### src/rtl/mem_port_arbiter_if.sv
// Bundles the fetch, data and downstream memory port signals of the arbiter.
// slave: the arbiter side. master: the requesters plus the memory model.
interface mem_port_arbiter_if;
    logic [31:0] i_addr;
    logic [3:0]  i_rmask;
    logic [31:0] i_rdata;
    logic        i_resp;

    logic [31:0] d_addr;
    logic [3:0]  d_rmask;
    logic [3:0]  d_wmask;
    logic [31:0] d_wdata;
    logic [31:0] d_rdata;
    logic        d_resp;

    logic [31:0] m_addr;
    logic [3:0]  m_rmask;
    logic [3:0]  m_wmask;
    logic [31:0] m_wdata;
    logic [31:0] m_rdata;
    logic        m_resp;

    logic        busy;

    modport slave (
        input  i_addr, i_rmask, d_addr, d_rmask, d_wmask, d_wdata, m_rdata, m_resp,
        output i_rdata, i_resp, d_rdata, d_resp, m_addr, m_rmask, m_wmask, m_wdata, busy
    );

    modport master (
        output i_addr, i_rmask, d_addr, d_rmask, d_wmask, d_wdata, m_rdata, m_resp,
        input  i_rdata, i_resp, d_rdata, d_resp, m_addr, m_rmask, m_wmask, m_wdata, busy
    );
endinterface

### src/rtl/mem_port_arbiter.sv
// Shares one downstream memory port between instruction fetch (read only)
// and load/store (read/write). Requests are captured from one-cycle mask
// pulses, one transaction is outstanding downstream at a time, and the
// response is steered back to the side that was granted. Data has priority;
// a saturating counter forces a fetch grant after STARVE_LIMIT data grants.
module mem_port_arbiter #(
    parameter int STARVE_LIMIT = 4,
    parameter int CNT_W        = 3
) (
    input  logic               clk,
    input  logic               rst,
    mem_port_arbiter_if.slave  bus
);

    typedef enum logic [1:0] {IDLE, WAIT_I, WAIT_D} state_t;

    localparam logic [CNT_W-1:0] LIMIT = CNT_W'(STARVE_LIMIT);

    state_t            state_q, state_d;
    logic              i_pend_q, i_pend_d;
    logic [31:0]       i_addr_q, i_addr_d;
    logic [3:0]        i_rmask_q, i_rmask_d;
    logic              d_pend_q, d_pend_d;
    logic [31:0]       d_addr_q, d_addr_d;
    logic [3:0]        d_rmask_q, d_rmask_d;
    logic [3:0]        d_wmask_q, d_wmask_d;
    logic [31:0]       d_wdata_q, d_wdata_d;
    logic [CNT_W-1:0]  cnt_q, cnt_d;

    logic i_req, d_req, grant_i, grant_d, i_done, d_done;

    // Request detection, arbitration decision and response completion.
    always_comb begin
        i_req   = |bus.i_rmask;
        d_req   = (|bus.d_rmask) | (|bus.d_wmask);
        grant_d = (state_q == IDLE) && d_pend_q && !(i_pend_q && (cnt_q == LIMIT));
        grant_i = (state_q == IDLE) && i_pend_q && !grant_d;
        i_done  = (state_q == WAIT_I) && bus.m_resp;
        d_done  = (state_q == WAIT_D) && bus.m_resp;
    end

    // All state flops; a transaction cut off by reset is simply abandoned.
    always_ff @(posedge clk or negedge rst) begin
        if (!rst) begin
            state_q   <= IDLE;
            i_pend_q  <= 1'b0;
            i_addr_q  <= '0;
            i_rmask_q <= '0;
            d_pend_q  <= 1'b0;
            d_addr_q  <= '0;
            d_rmask_q <= '0;
            d_wmask_q <= '0;
            d_wdata_q <= '0;
            cnt_q     <= '0;
        end else begin
            state_q   <= state_d;
            i_pend_q  <= i_pend_d;
            i_addr_q  <= i_addr_d;
            i_rmask_q <= i_rmask_d;
            d_pend_q  <= d_pend_d;
            d_addr_q  <= d_addr_d;
            d_rmask_q <= d_rmask_d;
            d_wmask_q <= d_wmask_d;
            d_wdata_q <= d_wdata_d;
            cnt_q     <= cnt_d;
        end
    end

    // Request capture (a new request beats the clear in the resp cycle) and starvation count.
    always_comb begin
        i_pend_d  = i_pend_q;
        i_addr_d  = i_addr_q;
        i_rmask_d = i_rmask_q;
        d_pend_d  = d_pend_q;
        d_addr_d  = d_addr_q;
        d_rmask_d = d_rmask_q;
        d_wmask_d = d_wmask_q;
        d_wdata_d = d_wdata_q;
        cnt_d     = cnt_q;

        if (i_done) i_pend_d = 1'b0;
        if (i_req) begin
            i_pend_d  = 1'b1;
            i_addr_d  = bus.i_addr;
            i_rmask_d = bus.i_rmask;
        end

        if (d_done) d_pend_d = 1'b0;
        if (d_req) begin
            d_pend_d  = 1'b1;
            d_addr_d  = bus.d_addr;
            d_rmask_d = bus.d_rmask;
            d_wmask_d = bus.d_wmask;
            d_wdata_d = bus.d_wdata;
        end

        if (!i_pend_q || grant_i)           cnt_d = '0;
        else if (grant_d && cnt_q != LIMIT) cnt_d = cnt_q + 1'b1;
    end

    // Next-state: issue from IDLE, return to IDLE on the downstream response.
    always_comb begin
        state_d = state_q;
        case (state_q)
            IDLE: begin
                if (grant_d)      state_d = WAIT_D;
                else if (grant_i) state_d = WAIT_I;
            end
            WAIT_I:  if (bus.m_resp) state_d = IDLE;
            WAIT_D:  if (bus.m_resp) state_d = IDLE;
            default: state_d = IDLE;
        endcase
    end

    // Outputs: masks only in the issue cycle, addr/wdata held while waiting, resp steered.
    always_comb begin
        bus.m_addr  = '0;
        bus.m_rmask = '0;
        bus.m_wmask = '0;
        bus.m_wdata = '0;
        bus.i_resp  = 1'b0;
        bus.i_rdata = '0;
        bus.d_resp  = 1'b0;
        bus.d_rdata = '0;
        bus.busy    = (state_q != IDLE);
        case (state_q)
            IDLE: begin
                if (grant_d) begin
                    bus.m_addr  = d_addr_q;
                    bus.m_rmask = d_rmask_q;
                    bus.m_wmask = d_wmask_q;
                    bus.m_wdata = d_wdata_q;
                end else if (grant_i) begin
                    bus.m_addr  = i_addr_q;
                    bus.m_rmask = i_rmask_q;
                end
            end
            WAIT_I: begin
                bus.m_addr = i_addr_q;
                if (bus.m_resp) begin
                    bus.i_resp  = 1'b1;
                    bus.i_rdata = bus.m_rdata;
                end
            end
            WAIT_D: begin
                bus.m_addr  = d_addr_q;
                bus.m_wdata = d_wdata_q;
                if (bus.m_resp) begin
                    bus.d_resp  = 1'b1;
                    bus.d_rdata = bus.m_rdata;
                end
            end
            default: ;
        endcase
    end

`ifndef SYNTHESIS
    a_i_overlap: assert property (@(posedge clk) disable iff (!rst)
        i_req |-> (!i_pend_q || i_done));
    a_d_overlap: assert property (@(posedge clk) disable iff (!rst)
        d_req |-> (!d_pend_q || d_done));
    a_resp_idle: assert property (@(posedge clk) disable iff (!rst)
        bus.m_resp |-> (state_q != IDLE));
`endif

endmodule
### src/flat_wrapper.sv
// flat-port wrapper written by rule: the top's interface ports become plain ports
module mem_port_arbiter_flat 
#(
    parameter int STARVE_LIMIT = 4,
    parameter int CNT_W        = 3
)
  (clk, rst, bus_i_addr, bus_i_rmask, bus_d_addr, bus_d_rmask, bus_d_wmask, bus_d_wdata, bus_m_rdata, bus_m_resp, bus_i_rdata, bus_i_resp, bus_d_rdata, bus_d_resp, bus_m_addr, bus_m_rmask, bus_m_wmask, bus_m_wdata, bus_busy);
  mem_port_arbiter_if bus_i ();
  input  logic clk;
  input  logic rst;
  input wire logic [$bits(bus_i.i_addr)-1:0] bus_i_addr;
  input wire logic [$bits(bus_i.i_rmask)-1:0] bus_i_rmask;
  input wire logic [$bits(bus_i.d_addr)-1:0] bus_d_addr;
  input wire logic [$bits(bus_i.d_rmask)-1:0] bus_d_rmask;
  input wire logic [$bits(bus_i.d_wmask)-1:0] bus_d_wmask;
  input wire logic [$bits(bus_i.d_wdata)-1:0] bus_d_wdata;
  input wire logic [$bits(bus_i.m_rdata)-1:0] bus_m_rdata;
  input wire logic [$bits(bus_i.m_resp)-1:0] bus_m_resp;
  output wire logic [$bits(bus_i.i_rdata)-1:0] bus_i_rdata;
  output wire logic [$bits(bus_i.i_resp)-1:0] bus_i_resp;
  output wire logic [$bits(bus_i.d_rdata)-1:0] bus_d_rdata;
  output wire logic [$bits(bus_i.d_resp)-1:0] bus_d_resp;
  output wire logic [$bits(bus_i.m_addr)-1:0] bus_m_addr;
  output wire logic [$bits(bus_i.m_rmask)-1:0] bus_m_rmask;
  output wire logic [$bits(bus_i.m_wmask)-1:0] bus_m_wmask;
  output wire logic [$bits(bus_i.m_wdata)-1:0] bus_m_wdata;
  output wire logic [$bits(bus_i.busy)-1:0] bus_busy;
  assign bus_i.i_addr = bus_i_addr;
  assign bus_i.i_rmask = bus_i_rmask;
  assign bus_i.d_addr = bus_d_addr;
  assign bus_i.d_rmask = bus_d_rmask;
  assign bus_i.d_wmask = bus_d_wmask;
  assign bus_i.d_wdata = bus_d_wdata;
  assign bus_i.m_rdata = bus_m_rdata;
  assign bus_i.m_resp = bus_m_resp;
  assign bus_i_rdata = bus_i.i_rdata;
  assign bus_i_resp = bus_i.i_resp;
  assign bus_d_rdata = bus_i.d_rdata;
  assign bus_d_resp = bus_i.d_resp;
  assign bus_m_addr = bus_i.m_addr;
  assign bus_m_rmask = bus_i.m_rmask;
  assign bus_m_wmask = bus_i.m_wmask;
  assign bus_m_wdata = bus_i.m_wdata;
  assign bus_busy = bus_i.busy;
  mem_port_arbiter #(.STARVE_LIMIT(STARVE_LIMIT), .CNT_W(CNT_W)) u_core (.clk(clk), .rst(rst), .bus(bus_i));
endmodule
### config.mk
export PLATFORM = sky130hd
export DESIGN_NAME = mem_port_arbiter_flat
export DESIGN_NICKNAME = d
export VERILOG_FILES = /design/src/rtl/mem_port_arbiter_if.sv /design/src/rtl/mem_port_arbiter.sv /design/src/flat_wrapper.sv
export SDC_FILE = /design/constraint.sdc
export NUM_CORES = 1
export LEC_CHECK = 0
export ABC_AREA = 1
export CORE_MARGIN = 2
export CORE_UTILIZATION = 40
export CTS_CLUSTER_SIZE = 40
export DETAILED_ROUTE_END_ITERATION = 12
export PLACE_DENSITY = 0.88
export SLEW_MARGIN = 20
export SYNTH_ARGS = -nofsm -noshare
export SYNTH_HDL_FRONTEND = slang
export SYNTH_SLANG_ARGS = --single-unit
### constraint.sdc
create_clock -name clk -period 2.02 [get_ports clk]
set_input_delay 0.505 -clock clk [delete_from_list [all_inputs] [get_ports clk]]
set_output_delay 0.505 -clock clk [all_outputs]
set_load 0.1 [all_outputs]
==> summary.txt <==
Synth
  – Synth Instances: around 990
  – Netlist cell types: 24
  – Synth Area per Inst: 6.75 um2
  – YS warnings: 0
  – Post-synthesis instance area: 6670 um2
  – Syn_nets: about 1,100
  – Sequential area share after synthesis: 43.2%
  – Seq cells post-synth: around 120

Layout
  – Commonest non-fill, non-tap cell in the layout: nand2_1
  – Number of diodes: 0
  – Final #Nets: 1,443
  – Fin util: roughly 83%
  – Finished Layout Cells: approximately 1,500
  – Area of the multi-input gates: between 3000 and 4000 um2
  – Design Area, Final: between 10,000 and 15,000 um2
  – Sequential Area: 2880 um2
  – Share of cells above drive strength 1: between 30 and 40%
  – Number of fillers in the final layout: just under 900
  – Commonest non-fill, non-tap cells in the layout: nand2_1 (240), buf_12 (164), inv_1 (149)
  – Area Growth Syn to Fin: 104%

Global routing
  – Initial antenna violation count: 0
  – Total grt overflow: 0
  – Global-route wire length before repair: roughly 43,000 um
  – Via count of the first global-routing pass: ~8,200
  – GRT Util Overall: a little under a third
  – Largest net degree at the start of global routing: 45

Critical path
  – CP Class: register to output pin
  – CP max stage delay: 0.41 ns
  – Critical Path Stages: 10
  – Critical-path maximum fanout: 15
  – R2R cell count: 11
  – Crit path to: bus_m_addr[8]
  – Setup slack, reg-to-reg: ~0.4 ns
  – Worst path slowest cell: dfrtp_1
  – Nature of the critical path endpoint: output pin
  – Crit Reg-Reg Endpoint: u_core.state_q[0]
  – CP arrival: just over 2 ns
  – Critical Path RT: 1.51 ns
  – Critical path startpoint category: register
  – Worst R2R Start: u_core.state_q[0]
  – Worst-path cell chain: inv_2 -> ha_4 -> nand2_4 -> clkinv_8 -> buf_12 -> nand3_1 -> nand3_2 -> nand2_2 -> clkinvlp_4 -> buf_12
  – CP delay by family, top: buffers and inverters
  – Crit-path most repeated cell: buf_12
  – Sum of buffers and inverters on the critical path: 5
  – Crit. Startpoint: u_core.state_q[0]

Power and ir drop
  – Leak: 6.12 nW
  – PD cells: roughly 1800 nW/um2
  – VDD IR max: roughly 0.0015 V
  – Comb pwr share: a little under 80%
  – Sequential share of power: about a tenth
  – Sw Pwr: between 10 and 15 mW
  – Internal power: approximately 11 mW
  – Net Sw Frac: between 50% and 60%
  – Clock share of power: between 10 and 15%

Placed design
  – Placed cell count: between 1,000 and 1,500
  – Placed cell area: 12,500 um2
  – Gpl congestion: 0.853
  – Hpwl dp: a little under 20,000 um
  – Port bufs: ~280

Clock tree
  – Clk Latency, worst-skew pair: roughly 0.41 ns
  – CTS tree: built
  – H-tree levels: 4
  – Worst-path clk slew: about 0.050 ns
  – Num CTS Buffers: 17
  – Clock Tree Buf Depth: 2
  – Clock tree root buffer cell: clkbuf_16
  – Clk sinks: 115

STA
  – Minimum clock period: about 2.6 ns
  – Worst slew margin: between 70% and 80%
  – RSZ-0062 raised after global routing: yes
  – Skew final: 0.00643 ns
  – Final WS setup: -0.535 ns
  – Hold Slack: 0.485 ns
  – Finish-stage setup viols: around 140
  – Final slew viol count: 0
  – Least-Margin Pin Slew: between 0.3 and 0.4 ns
  – Hold Vio Cnt, Final: 0
  – Crit share post-route: 126%
  – Max Clk Rate: slightly below 400 MHz

Route
  – Final WL: ~28,000 um
  – DRC viols: 0
  – Remaining antenna violation count: 0
  – Wire length per cell: 18.3 um
  – Router iterations before antenna repair: 7
  – Post-DR vias/cell: approximately 5.2
  – Routed via count: between 7,000 and 8,000
  – Iteration-0 DRC Markers: 857

Floorplan
  – Core Region: between 15,000 and 20,000 um2
  – Initial Utilization: about two fifths
  – FP Rows: 47
  – Top Ports: 282
  – Die height: around 130 um
  – Die W: 133 um
  – Total die area: about 18,000 um2

Run
  – MaxCap Viol Count: 0

Outcome
  – Failing checks: negative setup slack
  – Run status: finished with violations

Hold path
  – HP Class: register to register
==> per-layer routing <==
metal	track usage [%]	vias to the layer above	wire length (um)	share of wire, %
li1	-	3610	-	-
met1	35.0	3772	9890	35
met2	54.9	449	14700	53
met3	7.84	99	2270	8.1
met4	12.8	0	1070	3.8
met5	0	-	0	0
==> cells in the mapped netlist, drive strengths merged <==
master / number / area, um2
buf: 33 / 220
dfrtp: 115 / 2880
inv: 193 / 724
nor2: 102 / 407
clkinv: 2 / 8.75
ha: 6 / 75.1
clkbuf: 26 / 97.6
nand2: 263 / 992
nand3: 103 / 521
nand4: 4 / 40.0
a21oi: 1 / 5.00
o21ai: 138 / 691
o21bai: 1 / 7.51
==> per-stage QoR <==
stage	TNS [ns]	total power, mW	setup WS [ns]
floorplan	-14.06	14.3	-0.188
global placement	-14.30	20.3	-0.202
detailed placement	-20.81	20.7	-0.238
CTS	-54.64	24.2	-0.529
global route	-61.60	25.6	-0.665
finish	-54.23	24.9	-0.535
==> state kept, by name, summed over array words and instances, names as in the netlist <==
| signal | count |
|---|---|
| u_core.d_wdata_q | 32 |
| u_core.d_wmask_q | 4 |
| u_core.d_addr_q | 32 |
| u_core.d_rmask_q | 4 |
| u_core.d_pend_q | 1 |
| u_core.cnt_q | 3 |
| u_core.state_q | 2 |
| u_core.i_addr_q | 32 |
| u_core.i_rmask_q | 4 |
| u_core.i_pend_q | 1 |
==> area by class of cell <==
type / instances / share of cell area, %
clock inverters: 8 / 0.746
repair buffers: 347 / 38.3
multi-input cells: 618 / 27.7
inverters: 195 / 6.48
flip-flops and latches: 115 / 21.2
well taps: 220 / 2.03
clock buffers: 22 / 3.56
==> kinds of logic after synthesis <==
family | count (synthesis) | synth area share (%)
adders and majority gates | 6 | 1.13
buffers and inverters | 254 | 15.8
and+or+nand+nor | 472 | 29.4
DFF | 115 | 43.2
AOI/OAI and AO/OA | 140 | 10.5
==> worst min-delay path: cells and delay by family, from the launching register on <==
family | cells | cell delay (ns)
flip-flops | 1 | 0.34
AND/OR/NAND/NOR | 2 | 0.12
==> worst min-delay path by stage <==
stage	startpoint	to	slack, ns	cells after the start
floorplan	rst	u_core.cnt_q[0]	0.21	0
global placement	rst	u_core.d_wdata_q[19]	0.44	1
detailed placement	rst	u_core.d_wdata_q[19]	0.44	1
CTS	u_core.d_wdata_q[21]	u_core.d_wdata_q[21]	0.48	2
global route	u_core.d_wdata_q[4]	u_core.d_wdata_q[4]	0.50	2
finish	u_core.d_wdata_q[21]	u_core.d_wdata_q[21]	0.48	2
==> power groups by stage <==
stage	registers [mW]	logic (mW)	clock network [mW]
6_report	2.60	19.3	3.00
5_1_grt	2.61	19.9	3.14
4_1_cts	2.58	18.6	3.02
3_5_place_dp	2.62	18.1	0
3_3_place_gp	2.60	17.7	0
2_1_floorplan	2.59	11.7	0
==> timing repair <==
item | CTS | global route
resized for setup | 37 | 58
cloned | 1 | 7
pin swaps | 7 | 2
buffers inserted | 2 | 2
endpoints found under the hold margin | 1 | 0
hold buffers | 1 | 0
endpoints found under the setup margin | 138 | 138
Power figures use the tool's default switching activity.
